[config.mk]
export PLATFORM = sky130hd
export DESIGN_NAME = issue_skid_buffer
export DESIGN_NICKNAME = d
export VERILOG_FILES = /design/src/rtl/trigger_issue_stage_pkg.sv /design/src/rtl/trigger_issue_stage_skid_buffer.sv
export SDC_FILE = /design/constraint.sdc
export NUM_CORES = 1
export LEC_CHECK = 0
export ABC_AREA = 1
export CAP_MARGIN = 20
export CORE_ASPECT_RATIO = 1.25
export CORE_MARGIN = 5
export CORE_UTILIZATION = 40
export DETAILED_ROUTE_END_ITERATION = 8
export PLACE_DENSITY = 0.75
export SYNTH_ARGS = -nofsm -noshare
export SYNTH_HDL_FRONTEND = slang
export SYNTH_SLANG_ARGS = --single-unit
[constraint.sdc]
create_clock -name i_clock -period 1.2 [get_ports i_clock]
set_input_delay 0.24 -clock i_clock [delete_from_list [all_inputs] [get_ports i_clock]]
set_output_delay 0.24 -clock i_clock [all_outputs]
set_load 0.03 [all_outputs]
[src/rtl/trigger_issue_stage_pkg.sv]
// trigger_issue_stage_pkg: shared PE control types for the trigger issue path
package trigger_issue_stage_pkg;
    localparam int TIA_INSTRUCTION_INDEX_WIDTH = 4;
    localparam int TIA_MAX_NUM_INSTRUCTIONS = 1 << TIA_INSTRUCTION_INDEX_WIDTH;
    localparam int TIA_INSTRUCTION_WIDTH = 32;
    typedef logic [TIA_INSTRUCTION_WIDTH-1:0] instruction_t;
    typedef logic [TIA_INSTRUCTION_INDEX_WIDTH-1:0] index_t;
    typedef struct packed {
        logic         valid;
        logic         hazard;
        index_t       index;
        instruction_t instruction;
    } issue_slot_t;
endpackage

[src/rtl/trigger_issue_stage_skid_buffer.sv]
// issue_skid_buffer: fetch slot that holds the imem read data in a skid register
// when the issue slot cannot take it in the cycle the memory returns it.
module issue_skid_buffer
    import trigger_issue_stage_pkg::*;
(
    input  logic         i_clock,
    input  logic         i_reset_n,
    input  logic         i_flush,
    input  logic         i_fire,
    input  index_t       i_fire_index,
    input  logic         i_fire_hazard,
    input  instruction_t i_imem_read_data,
    input  logic         i_sink_ready,
    output logic         o_advance,
    output issue_slot_t  o_slot
);
    logic         r_valid;
    logic         r_hazard;
    logic         r_skid_valid;
    index_t       r_index;
    instruction_t r_skid;

    assign o_advance = r_valid && i_sink_ready;
    assign o_slot = '{valid: r_valid, hazard: r_hazard, index: r_index,
                      instruction: r_skid_valid ? r_skid : i_imem_read_data};

    // Memory data is only guaranteed the cycle after the read, so park it if stuck.
    always_ff @(posedge i_clock or negedge i_reset_n) begin
        if (!i_reset_n) begin
            r_valid      <= 1'b0;
            r_hazard     <= 1'b0;
            r_index      <= '0;
            r_skid_valid <= 1'b0;
            r_skid       <= '0;
        end else if (i_flush) begin
            r_valid      <= 1'b0;
            r_skid_valid <= 1'b0;
        end else if (i_fire) begin
            r_valid      <= 1'b1;
            r_hazard     <= i_fire_hazard;
            r_index      <= i_fire_index;
            r_skid_valid <= 1'b0;
        end else if (o_advance) begin
            r_valid      <= 1'b0;
            r_skid_valid <= 1'b0;
        end else if (r_valid && !r_skid_valid) begin
            r_skid       <= i_imem_read_data;
            r_skid_valid <= 1'b1;
        end
    end
endmodule

==> results of run 1 <==
[layout make-up]
class	count	area (um^2)	share of cell area, %
Timing Repair Buffer	126	1286	34.11
Tap cell	62	77.57	2.057
Clock buffer	8	100.1	2.654
Sequential cell	39	977.2	25.91
Multi-Input combinational cell	215	1310	34.74
Inverter	4	20.02	0.5309
[cell usage after synthesis]
cell type | n | area (um^2)
nand4_1 | 32 | 200.2
buf_6 | 7 | 78.83
buf_4 | 8 | 60.06
nand2_1 | 173 | 649.4
buf_2 | 5 | 25.02
nor2_8 | 1 | 20.02
o21ai_0 | 1 | 5.000
nand3_4 | 1 | 17.52
a21oi_1 | 1 | 5.000
nor2_4 | 1 | 11.26
dfrtp_1 | 39 | 975.9
inv_1 | 3 | 11.26
inv_2 | 1 | 3.750
clkbuf_1 | 3 | 11.26
nand3_1 | 5 | 25.02
[what timing repair did]
item,in CTS,in global routing
cloned,0,1
resized for setup,17,45
endpoints found under the hold margin,39,0
setup buffers,7,6
endpoints found under the setup margin,33,66
hold buffers,1,0
pin swaps,0,2
[path summary, 6_finish.rpt]
check | start | endpoint | slack (ns) | cells after the start
setup / recovery | r_skid_valid$_DFFE_PN0P_ | o_slot[0] | -0.34 | 5
hold / removal | i_fire | r_skid_valid$_DFFE_PN0P_ | 0.44 | 4
setup reg to reg | r_skid_valid$_DFFE_PN0P_ | r_skid[24]$_DFFE_PN0P_ | -0.19 | 8
hold reg to reg | r_skid[10]$_DFFE_PN0P_ | r_skid[10]$_DFFE_PN0P_ | 0.47 | 2
max in group asynchronous | i_reset_n | r_skid_valid$_DFFE_PN0P_ | 0.53 | 3
min in group asynchronous | i_reset_n | r_skid[2]$_DFFE_PN0P_ | 0.45 | 3
[cell families after synthesis]
family                 count (synthesis)  synth area share, %
buffers and inverters                 27                9.058
DFF                                   39                46.48
AOI/OAI and AO/OA                      2               0.4763
and+or+nand+nor                      213                43.98
[flip-flops by register name, summed over array words and instances (netlist names)]
| register | flops |
|---|---|
| r_hazard | 1 |
| r_index | 4 |
| r_skid_valid | 1 |
| r_valid | 1 |
| r_skid | 32 |
[metrics by stage]
stage | setup TNS [ns] | cell area (um^2) | std cells | hold slack [ns] | utilization [%]
floorplan | -0.5704 | 2424 | 281 | -0.05559 | -
global placement | -13.43 | 3328 | 431 | 0.2236 | 65.52
detailed placement | -14.46 | 3328 | 431 | 0.2250 | 65.52
CTS | -13.74 | 3550 | 447 | 0.4462 | 69.88
global route | -19.44 | 3771 | 454 | 0.4485 | 74.24
finish | -15.19 | 3771 | 454 | 0.4375 | 74.24
[power groups by stage]
stage	registers (mW)	logic [mW]	clock network (mW)
floorplan	1.77	0.749	0
global route	1.78	1.47	1.06
detailed placement	1.77	1.23	0
finish	1.76	1.36	0.982
global placement	1.76	1.20	0
CTS	1.74	1.28	0.987
[critical path, stage by stage, from the launching register on]
cell,delay (ns)
dfrtp_2,0.42
clkinv_4,0.12
buf_12,0.17
nand2_2,0.08
nand2_4,0.05
buf_4,0.16
[per-layer routing]
layer | vias to the layer above | GRT usage [%]
met2 | 55 | 29.62
met3 | 4 | 3.425
met4 | 0 | 5.786
met5 | - | 0
li1 | 1117 | -
met1 | 1088 | 22.63
==> metrics.txt, run 1 <==
Starting Density=41.33%; RSZ-0062 raised after global routing=yes; commonest non-fill, non-tap cell in the layout=nand2_1; Pint=roughly 2.8 mW; CP Class=register to primary output; cell area after synthesis=2100 um^2; first-pass GRT wire length=9604 um; io pins=81; worst slew pin tran=0.2680 ns; WP data required=roughly 0.96 ns; aggregate global-route resource usage=17.72%; clock power share=24.0%; Pins Over Slew Limit=0; largest net degree at the start of global routing=40; Max-slew headroom=82.10%; Mean Syn Cell Area=7.472 um^2; drt wl/cell=13.46 um; GRT overflow=0; failing checks=negative setup slack; RePlAce Congestion=0.7404; Post-Route M1 WL=2482 um; drt via density=4.987; crit path time final=roughly 1.5 ns; Comb power frac=between 30% and 40%; die area=6807 um^2; Leakage=1.871 nW; worst vdd ir=824.9 uV; fin crit share=127.9%; DR vias=2264; n_diodes=0; drt pass-1 iters=4; initial antenna violation count=0; htree depth=2; setup ws final=-0.3353 ns; Clock Latency Late Sink=0.28 ns; I/O Buffers=80; root buffer cell=clkbuf_8; commonest cells after routing, fill and taps aside=104 x nand2_1, 45 x buf_4, 40 x nand2_4; Warnings, synthesis=0; Final setup viols=65; metal2 WL=roughly 3200 um; Power Dens Cells=between 1000 and 1500 nW/um^2; clock tree buffer depth=2; DRT Wirelength=6113 um; Antenna Nets Post-Route=0; CP max FO=11; Max Fclk=651.3 MHz; Yosys reg bits=39; DP Wirelength=4078 um; total CTS buffers=5; Net Sw Frac=32.77%; outcome=finished with violations; fill count=385; maxcap violations=0; clk sinks=39; share of cells above drive strength 1=42.86%; Core Area=5080 um^2; count of different cell masters after synthesis=15; DR top layer=met4; Tot Pwr=4.095 mW; CP arrival=~1.3 ns; die height=91 um; sequential fraction of the synthesis area=46.48%; syn_nets=323; drt first-iter violations=105; Clock transition at path regs=0.07 ns; area growth from synthesis to layout=79.62%; vias in the first global route=2113; sequential power share=42.9%; Row Count=29; Hold WC Path Type=primary input to register; Worst Skew=0.001898 ns; # DRC=0; P_sw=1.342 mW; Post-Syn Instances=281; critical path capture point type=primary output; CTS tree=built; post-place setup slack=-0.2710 ns; WL met3=315 um; Total Nets Final=433; die width=74.80 um; Final Hold Vio Count=0; CP Launch Type=register
Note: power is estimated with default switching activity, not from simulation.
==> run 2, diff against run 1 <==
--- a/config.mk
+++ b/config.mk
@@ -9,9 +9,10 @@
 export CAP_MARGIN = 20
 export CORE_ASPECT_RATIO = 1.25
 export CORE_MARGIN = 5
-export CORE_UTILIZATION = 40
+export CORE_UTILIZATION = 49
 export DETAILED_ROUTE_END_ITERATION = 8
-export PLACE_DENSITY = 0.75
+export DONT_BUFFER_PORTS = 1
+export PLACE_DENSITY = 0.64
 export SYNTH_ARGS = -nofsm -noshare
 export SYNTH_HDL_FRONTEND = slang
 export SYNTH_SLANG_ARGS = --single-unit
==> run 2 against run 1 <==
Effect of this change:
- the flow still finishes with violations (negative setup slack)
- clock power decreased by 2.9%
- combinational power decreased by 18%
- final cell count decreased by 20%
- utilization increased by 4.9 points
- worst hold slack got worse by 0.34 ns
- count of clock-buffer cells in the layout unchanged
- first-iteration DRC count decreased by 8.6%
- largest power group unchanged
==> metrics.txt, run 2 (synthesized netlist as in run 1, its figures left out) <==
Net Sw Frac=34.82% (was 32.77%); Clock Latency Late Sink=0.28 ns (about the same); first-pass GRT wire length=9363 um (was 9604 um); DR vias=2008 (was 2264); CP Class=register to primary output (unchanged); clock power share=23.9% (was 24.0%); die width=68.55 um (was 74.80 um); GRT overflow=0 (unchanged); Clock transition at path regs=0.07 ns (about the same); fin crit share=125.9% (was 127.9%); Final Hold Vio Count=0 (unchanged); RePlAce Congestion=0.6950 (was 0.7404); n_diodes=0 (unchanged); crit path time final=1.511 ns (was 1.535 ns); io pins=81 (unchanged); die height=83.19 um (was 91 um); Total Nets Final=346 (was 433); Hold WC Path Type=primary input to register (unchanged); die area=5702 um^2 (was 6807 um^2); end-of-flow core utilization=79.16% (was 74.24%); Comb power frac=28.1% (was 33.1%); total CTS buffers=5 (unchanged); cell family with the largest share of critical-path delay=flip-flops (was buffers and inverters); DRT Wirelength=6306 um (was 6113 um); number of flip-flops in the largest register=32 (unchanged); largest net degree at the start of global routing=40 (unchanged); Core Area=4131 um^2 (was 5080 um^2); Tot Pwr=3.985 mW (was 4.095 mW); drt first-iter violations=96 (was 105); Leakage=1.585 nW (was 1.871 nW); Power Dens Cells=1218 nW/um^2 (was 1086 nW/um^2); CP Launch Type=register (unchanged); worst-path cell chain=buf_4 > buf_8 > nand2_1 > nand2_4 (was clkinv_4 > buf_12 > nand2_2 > nand2_4 > buf_4); CTS tree=built (unchanged); Antenna Nets Post-Route=0 (unchanged); sequential power share=48.0% (was 42.9%); P_sw=1.388 mW (was 1.342 mW); final instance area=3271 um^2 (was 3771 um^2); Max-slew headroom=79.28% (was 82.10%); Pint=2.597 mW (was 2.753 mW); drt wl/cell=17.47 um (was 13.46 um); area growth from synthesis to layout=55.78% (was 79.62%); share of cells above drive strength 1=53.11% (was 42.86%); Final setup viols=65 (unchanged); outcome=finished with violations (unchanged); Max Fclk=662.0 MHz (was 651.3 MHz); initial antenna violation count=0 (unchanged); commonest non-fill, non-tap cell in the layout=nand2_1 (unchanged); Starting Density=50.82% (was 41.33%); Worst Skew=0.003079 ns (was 0.001898 ns); drt via density=5.562 (was 4.987); CP arrival=1.27 ns (was 1.30 ns); commonest cells after routing, fill and taps aside=62 x nand2_1, 56 x nand2_4, 53 x nand2_2 (was 104 x nand2_1, 45 x buf_4, 40 x nand2_4); RSZ-0062 raised after global routing=yes (unchanged); htree depth=2 (unchanged); I/O Buffers=0 (was 80); Pins Over Slew Limit=0 (unchanged); CP max FO=14 (was 11); R2R setup slack=-0.31 ns (was -0.19 ns); maxcap violations=0 (unchanged); biggest regs=r_skid: 32 flops, r_index: 4 flops (unchanged); placed inst area=2450 um^2 (was 3328 um^2); DP Wirelength=3533 um (was 4078 um); clock tree buffer depth=2 (unchanged); worst vdd ir=963.1 uV (was 824.9 uV); WP data required=0.96 ns (about the same); CP peak stage delay=0.40 ns (was 0.42 ns); worst slew pin tran=0.3108 ns (was 0.2680 ns); critical path capture point type=primary output (unchanged); failing checks=negative setup slack (unchanged); largest reg by FF count=r_skid (unchanged); drt pass-1 iters=4 (unchanged); Buf/Inv on CP=2 (was 3); setup ws final=-0.3106 ns (was -0.3353 ns); aggregate global-route resource usage=20.80% (was 17.72%); clk sinks=39 (unchanged); Row Count=26 (was 29); # DRC=0 (unchanged); root buffer cell=clkbuf_8 (unchanged); vias in the first global route=2001 (was 2113); Critical-path top delay cell=dfrtp_1 (was dfrtp_2)
## run 2: area by class of cell
type	instances	area, um^2
Clock buffer	8	100.1
Fill cell	292	860.8
Inverter	4	17.52
Sequential cell	39	975.9
Tap cell	56	70.07
Multi-Input combinational cell	215	1523
Timing Repair Buffer	39	584.3
## run 2: layer usage
layer | share of wire [%] | GRT usage (%)
met1 | 38 | 25.54
met2 | 55 | 35.88
met3 | 6.2 | 5.676
met4 | 0.97 | 3.436
met5 | 0 | 0
## run 2: what timing repair did
action / CTS / global route
hold buffers: 2 / 0
endpoints found under the hold margin: 39 / 0
endpoints found under the setup margin: 33 / 66
gates cloned: 5 / 4
pin swaps: 26 / 14
gates resized for setup: 29 / 76
setup buffers: 10 / 9
## run 2: path summary, 6_finish.rpt
| kind | startpoint | to | cells after the start |
|---|---|---|---|
| worst min-delay path | i_fire_index[3] | r_index[3]$_DFFE_PN0P_ | 2 |
| worst min register to register | r_skid[25]$_DFFE_PN0P_ | r_skid[25]$_DFFE_PN0P_ | 2 |
| min in group asynchronous | i_reset_n | r_skid[31]$_DFFE_PN0P_ | 2 |
| worst max register to register | r_skid_valid$_DFFE_PN0P_ | r_skid[1]$_DFFE_PN0P_ | 9 |
| max in group asynchronous | i_reset_n | r_skid[7]$_DFFE_PN0P_ | 2 |
| worst max-delay path | r_skid_valid$_DFFE_PN0P_ | o_slot[4] | 4 |
## run 2: metrics by stage
stage	hold WS, ns	instances	setup WS (ns)	setup TNS, ns
4_1_cts	0.08616	351	-0.2697	-16.59
5_1_grt	0.07747	361	-0.3682	-21.97
2_1_floorplan	-0.05559	281	-0.02088	-0.5704
3_5_place_dp	-0.05403	327	0.01498	0
3_3_place_gp	-0.05438	327	0.05125	0
6_report	0.09359	361	-0.3106	-17.95
## run 2: power by group through the flow
stage | Clock [mW] | Combinational, mW | Sequential, mW
3_3_place_gp | 0 | 0.793 | 1.81
5_1_grt | 1.04 | 1.21 | 1.95
2_1_floorplan | 0 | 0.749 | 1.77
4_1_cts | 0.979 | 0.947 | 1.80
3_5_place_dp | 0 | 0.808 | 1.81
6_report | 0.954 | 1.12 | 1.91
==> run 3, diff against run 2 <==
--- a/config.mk
+++ b/config.mk
@@ -9,10 +9,10 @@
 export CAP_MARGIN = 20
 export CORE_ASPECT_RATIO = 1.25
 export CORE_MARGIN = 5
-export CORE_UTILIZATION = 49
+export CORE_UTILIZATION = 35
 export DETAILED_ROUTE_END_ITERATION = 8
 export DONT_BUFFER_PORTS = 1
-export PLACE_DENSITY = 0.64
+export PLACE_DENSITY = 0.49
 export SYNTH_ARGS = -nofsm -noshare
 export SYNTH_HDL_FRONTEND = slang
 export SYNTH_SLANG_ARGS = --single-unit
==> run 3 against run 2 <==
Effect of this change:
- the run still ends with negative setup slack left
- total power decreased by 11%
- first-iteration DRC count decreased by 6.3%
- design area decreased by 13%
- critical path type unchanged
==> metrics.txt, run 3 (synthesized netlist as in run 1, its figures left out) <==
CTS tree=built (unchanged); worst vdd ir=580.0 uV (was 963.1 uV); io pins=81 (unchanged); initial antenna violation count=0 (unchanged); aggregate global-route resource usage=15.45% (was 20.80%); setup ws final=-0.2274 ns (was -0.3106 ns); commonest cells after routing, fill and taps aside=102 x nand2_1, 46 x nand2_4, 38 x dfrtp_1 (was 62 x nand2_1, 56 x nand2_4, 53 x nand2_2); R2R setup slack=-0.10 ns (was -0.31 ns); depth of the most critical reg-to-reg path=7 (was 9); RePlAce Congestion=0.6676 (was 0.6950); CP max FO=14 (unchanged); final instance area=2840 um^2 (was 3271 um^2); Critical-path top delay cell=dfrtp_2 (was dfrtp_1); Hold EP=r_index[1]$_DFFE_PN0P_ (was r_index[3]$_DFFE_PN0P_); I/O Buffers=0 (unchanged); placed inst area=2480 um^2 (was 2450 um^2); die height=96.60 um (was 83.19 um); CP Launch Type=register (unchanged); crit path time final=1.427 ns (was 1.511 ns); P_sw=1.216 mW (was 1.388 mW); CP arrival=1.19 ns (was 1.27 ns); share of cells above drive strength 1=37.20% (was 53.11%); worst-path cell chain=clkinv_4 > buf_12 > nand2_2 > nand2_4 (was buf_4 > buf_8 > nand2_1 > nand2_4); worst slew pin tran=0.3137 ns (was 0.3108 ns); DR vias=1837 (was 2008); largest reg by FF count=r_skid (unchanged); Core Area=5818 um^2 (was 4131 um^2); drt via density=5.117 (was 5.562); failing checks=negative setup slack (unchanged); Starting Density=36.09% (was 50.82%); clock power share=23.6% (was 23.9%); clk sinks=39 (unchanged); die width=79.28 um (was 68.55 um); sequential power share=50.6% (was 48.0%); placed cell count=341 (was 327); Hold Path Depth=2 (unchanged); CP peak stage delay=0.46 ns (was 0.40 ns); outcome=finished with violations (unchanged); drt wl/cell=15.59 um (was 17.47 um); most used routing layer=met2 (unchanged); Clock Latency Late Sink=0.28 ns (about the same); n_diodes=0 (unchanged); grt met2 use=25.42% (was 35.88%); drt first-iter violations=90 (was 96); DP Wirelength=3801 um (was 3533 um); first-pass GRT wire length=9280 um (was 9363 um); Max Fclk=700.6 MHz (was 662.0 MHz); RSZ-0062 raised after global routing=yes (unchanged); biggest regs=r_skid: 32 flops, r_index: 4 flops (unchanged); GRT met1 Usage=19.58% (was 25.54%); Power Dens Cells=1252 nW/um^2 (was 1218 nW/um^2); maxcap violations=0 (unchanged); Clock transition at path regs=0.07 ns (about the same); Leakage=1.392 nW (was 1.585 nW); total CTS buffers=5 (unchanged); DRT Wirelength=5596 um (was 6306 um); Hold WC Path Type=primary input to register (unchanged); GRT overflow=0 (unchanged); critical path capture point type=primary output (unchanged); area growth from synthesis to layout=35.28% (was 55.78%); Net Sw Frac=34.21% (was 34.82%); Max-slew headroom=79.09% (was 79.28%); Final Hold Vio Count=0 (unchanged); Worst Skew=0.004292 ns (was 0.003079 ns); root buffer cell=clkbuf_8 (unchanged); Row Count=31 (was 26); # DRC=0 (unchanged); Final setup viols=64 (was 65); Critical R2R Capture=r_skid[1]$_DFFE_PN0P_ (unchanged); die area=7658 um^2 (was 5702 um^2); Total Nets Final=334 (was 346); vias in the first global route=1912 (was 2001); Pint=2.339 mW (was 2.597 mW); Pins Over Slew Limit=0 (unchanged); commonest non-fill, non-tap cell in the layout=nand2_1 (unchanged); clock tree buffer depth=2 (unchanged); HP Start=i_fire_index[1] (was i_fire_index[3]); drt pass-1 iters=5 (was 4); Critical R2R Launch=r_skid_valid$_DFFE_PN0P_ (unchanged); Comb power frac=25.8% (was 28.1%); Antenna Nets Post-Route=0 (unchanged); htree depth=2 (unchanged); fin crit share=119.0% (was 125.9%); met3 GRT Util=4.638% (was 5.676%); Final Non-Filler Cells=359 (was 361); number of flip-flops in the largest register=32 (unchanged); CP Class=register to primary output (unchanged); WP data required=0.96 ns (about the same); largest net degree at the start of global routing=40 (unchanged)
## run 3: changes by cell type in the layout (fill, tap and decap cells not counted), sizes merged
cell / previous run / this run
bufbuf: 2 / 1
clkbuf: 12 / 8
inv: 4 / 3
buf: 32 / 23
clkinv: 0 / 3
## run 3: layer usage
metal / vias up / wire length [um]
li1: 925 / -
met4: 0 / 64
met1: 852 / 2407
met3: 5 / 383
met2: 55 / 2740
met5: - / 0
## run 3: cell type report
type,instances,area (um^2)
clock buffer,7,76.32
clock inverter,1,5.005
fill,590,2978
inverter,4,20.02
multi-input combinational,215,1341
sequential,39,977.2
tap,66,82.58
timing repair buffer,26,332.8
timing repair inverter,1,5.005
## run 3: repair_timing
action                                  4_1_cts  5_1_grt
hold endpoints to repair                     39        0
pin swaps                                     1        5
resized for setup                             9       34
endpoints found under the setup margin       50       65
buffers inserted                              5        0
cloned                                        1        2
hold buffers                                  2        0
## run 3: how the worst max path moves through the flow
stage / startpoint / slack, ns / endpoint / cells after the start
final: r_skid_valid$_DFFE_PN0P_ / -0.23 / o_slot[24] / 4
after global routing: r_skid_valid$_DFFE_PN0P_ / -0.30 / o_slot[21] / 4
after CTS: r_skid_valid$_DFFE_PN0P_ / -0.27 / o_slot[1] / 4
after detailed placement: r_skid_valid$_DFFE_PN0P_ / -0.004 / r_skid[25]$_DFFE_PN0P_ / 6
after global placement: r_skid_valid$_DFFE_PN0P_ / 0.005 / r_skid[29]$_DFFE_PN0P_ / 6
after floorplan: r_skid_valid$_DFFE_PN0P_ / -0.02 / o_slot[10] / 6
## run 3: power groups by stage
| stage | logic [mW] | clock network, mW | registers [mW] |
|---|---|---|---|
| CTS | 0.883 | 0.885 | 1.79 |
| detailed placement | 0.814 | 0 | 1.82 |
| finish | 0.916 | 0.838 | 1.80 |
| global route | 1.03 | 0.949 | 1.84 |
| floorplan | 0.749 | 0 | 1.77 |
| global placement | 0.800 | 0 | 1.81 |
## run 3: worst max-delay path, delay by kind of cell, from the launching register on
family,cells,cell delay [ns]
flip-flops,1,0.46
buffers and inverters,2,0.27
AND/OR/NAND/NOR,2,0.18
## run 3: through the flow
step	util [%]	hold slack [ns]	worst slack (ns)	setup TNS, ns	power (mW)
2_1_floorplan	-	-0.05559	-0.02088	-0.5704	2.516
3_3_place_gp	42.62	-0.05392	0.004837	0	2.611
3_5_place_dp	42.62	-0.05428	-0.004453	-0.01197	2.630
4_1_cts	46.24	0.08228	-0.2701	-11.70	3.561
5_1_grt	48.82	0.08097	-0.3014	-14.07	3.815
6_report	48.82	0.09300	-0.2274	-9.766	3.555
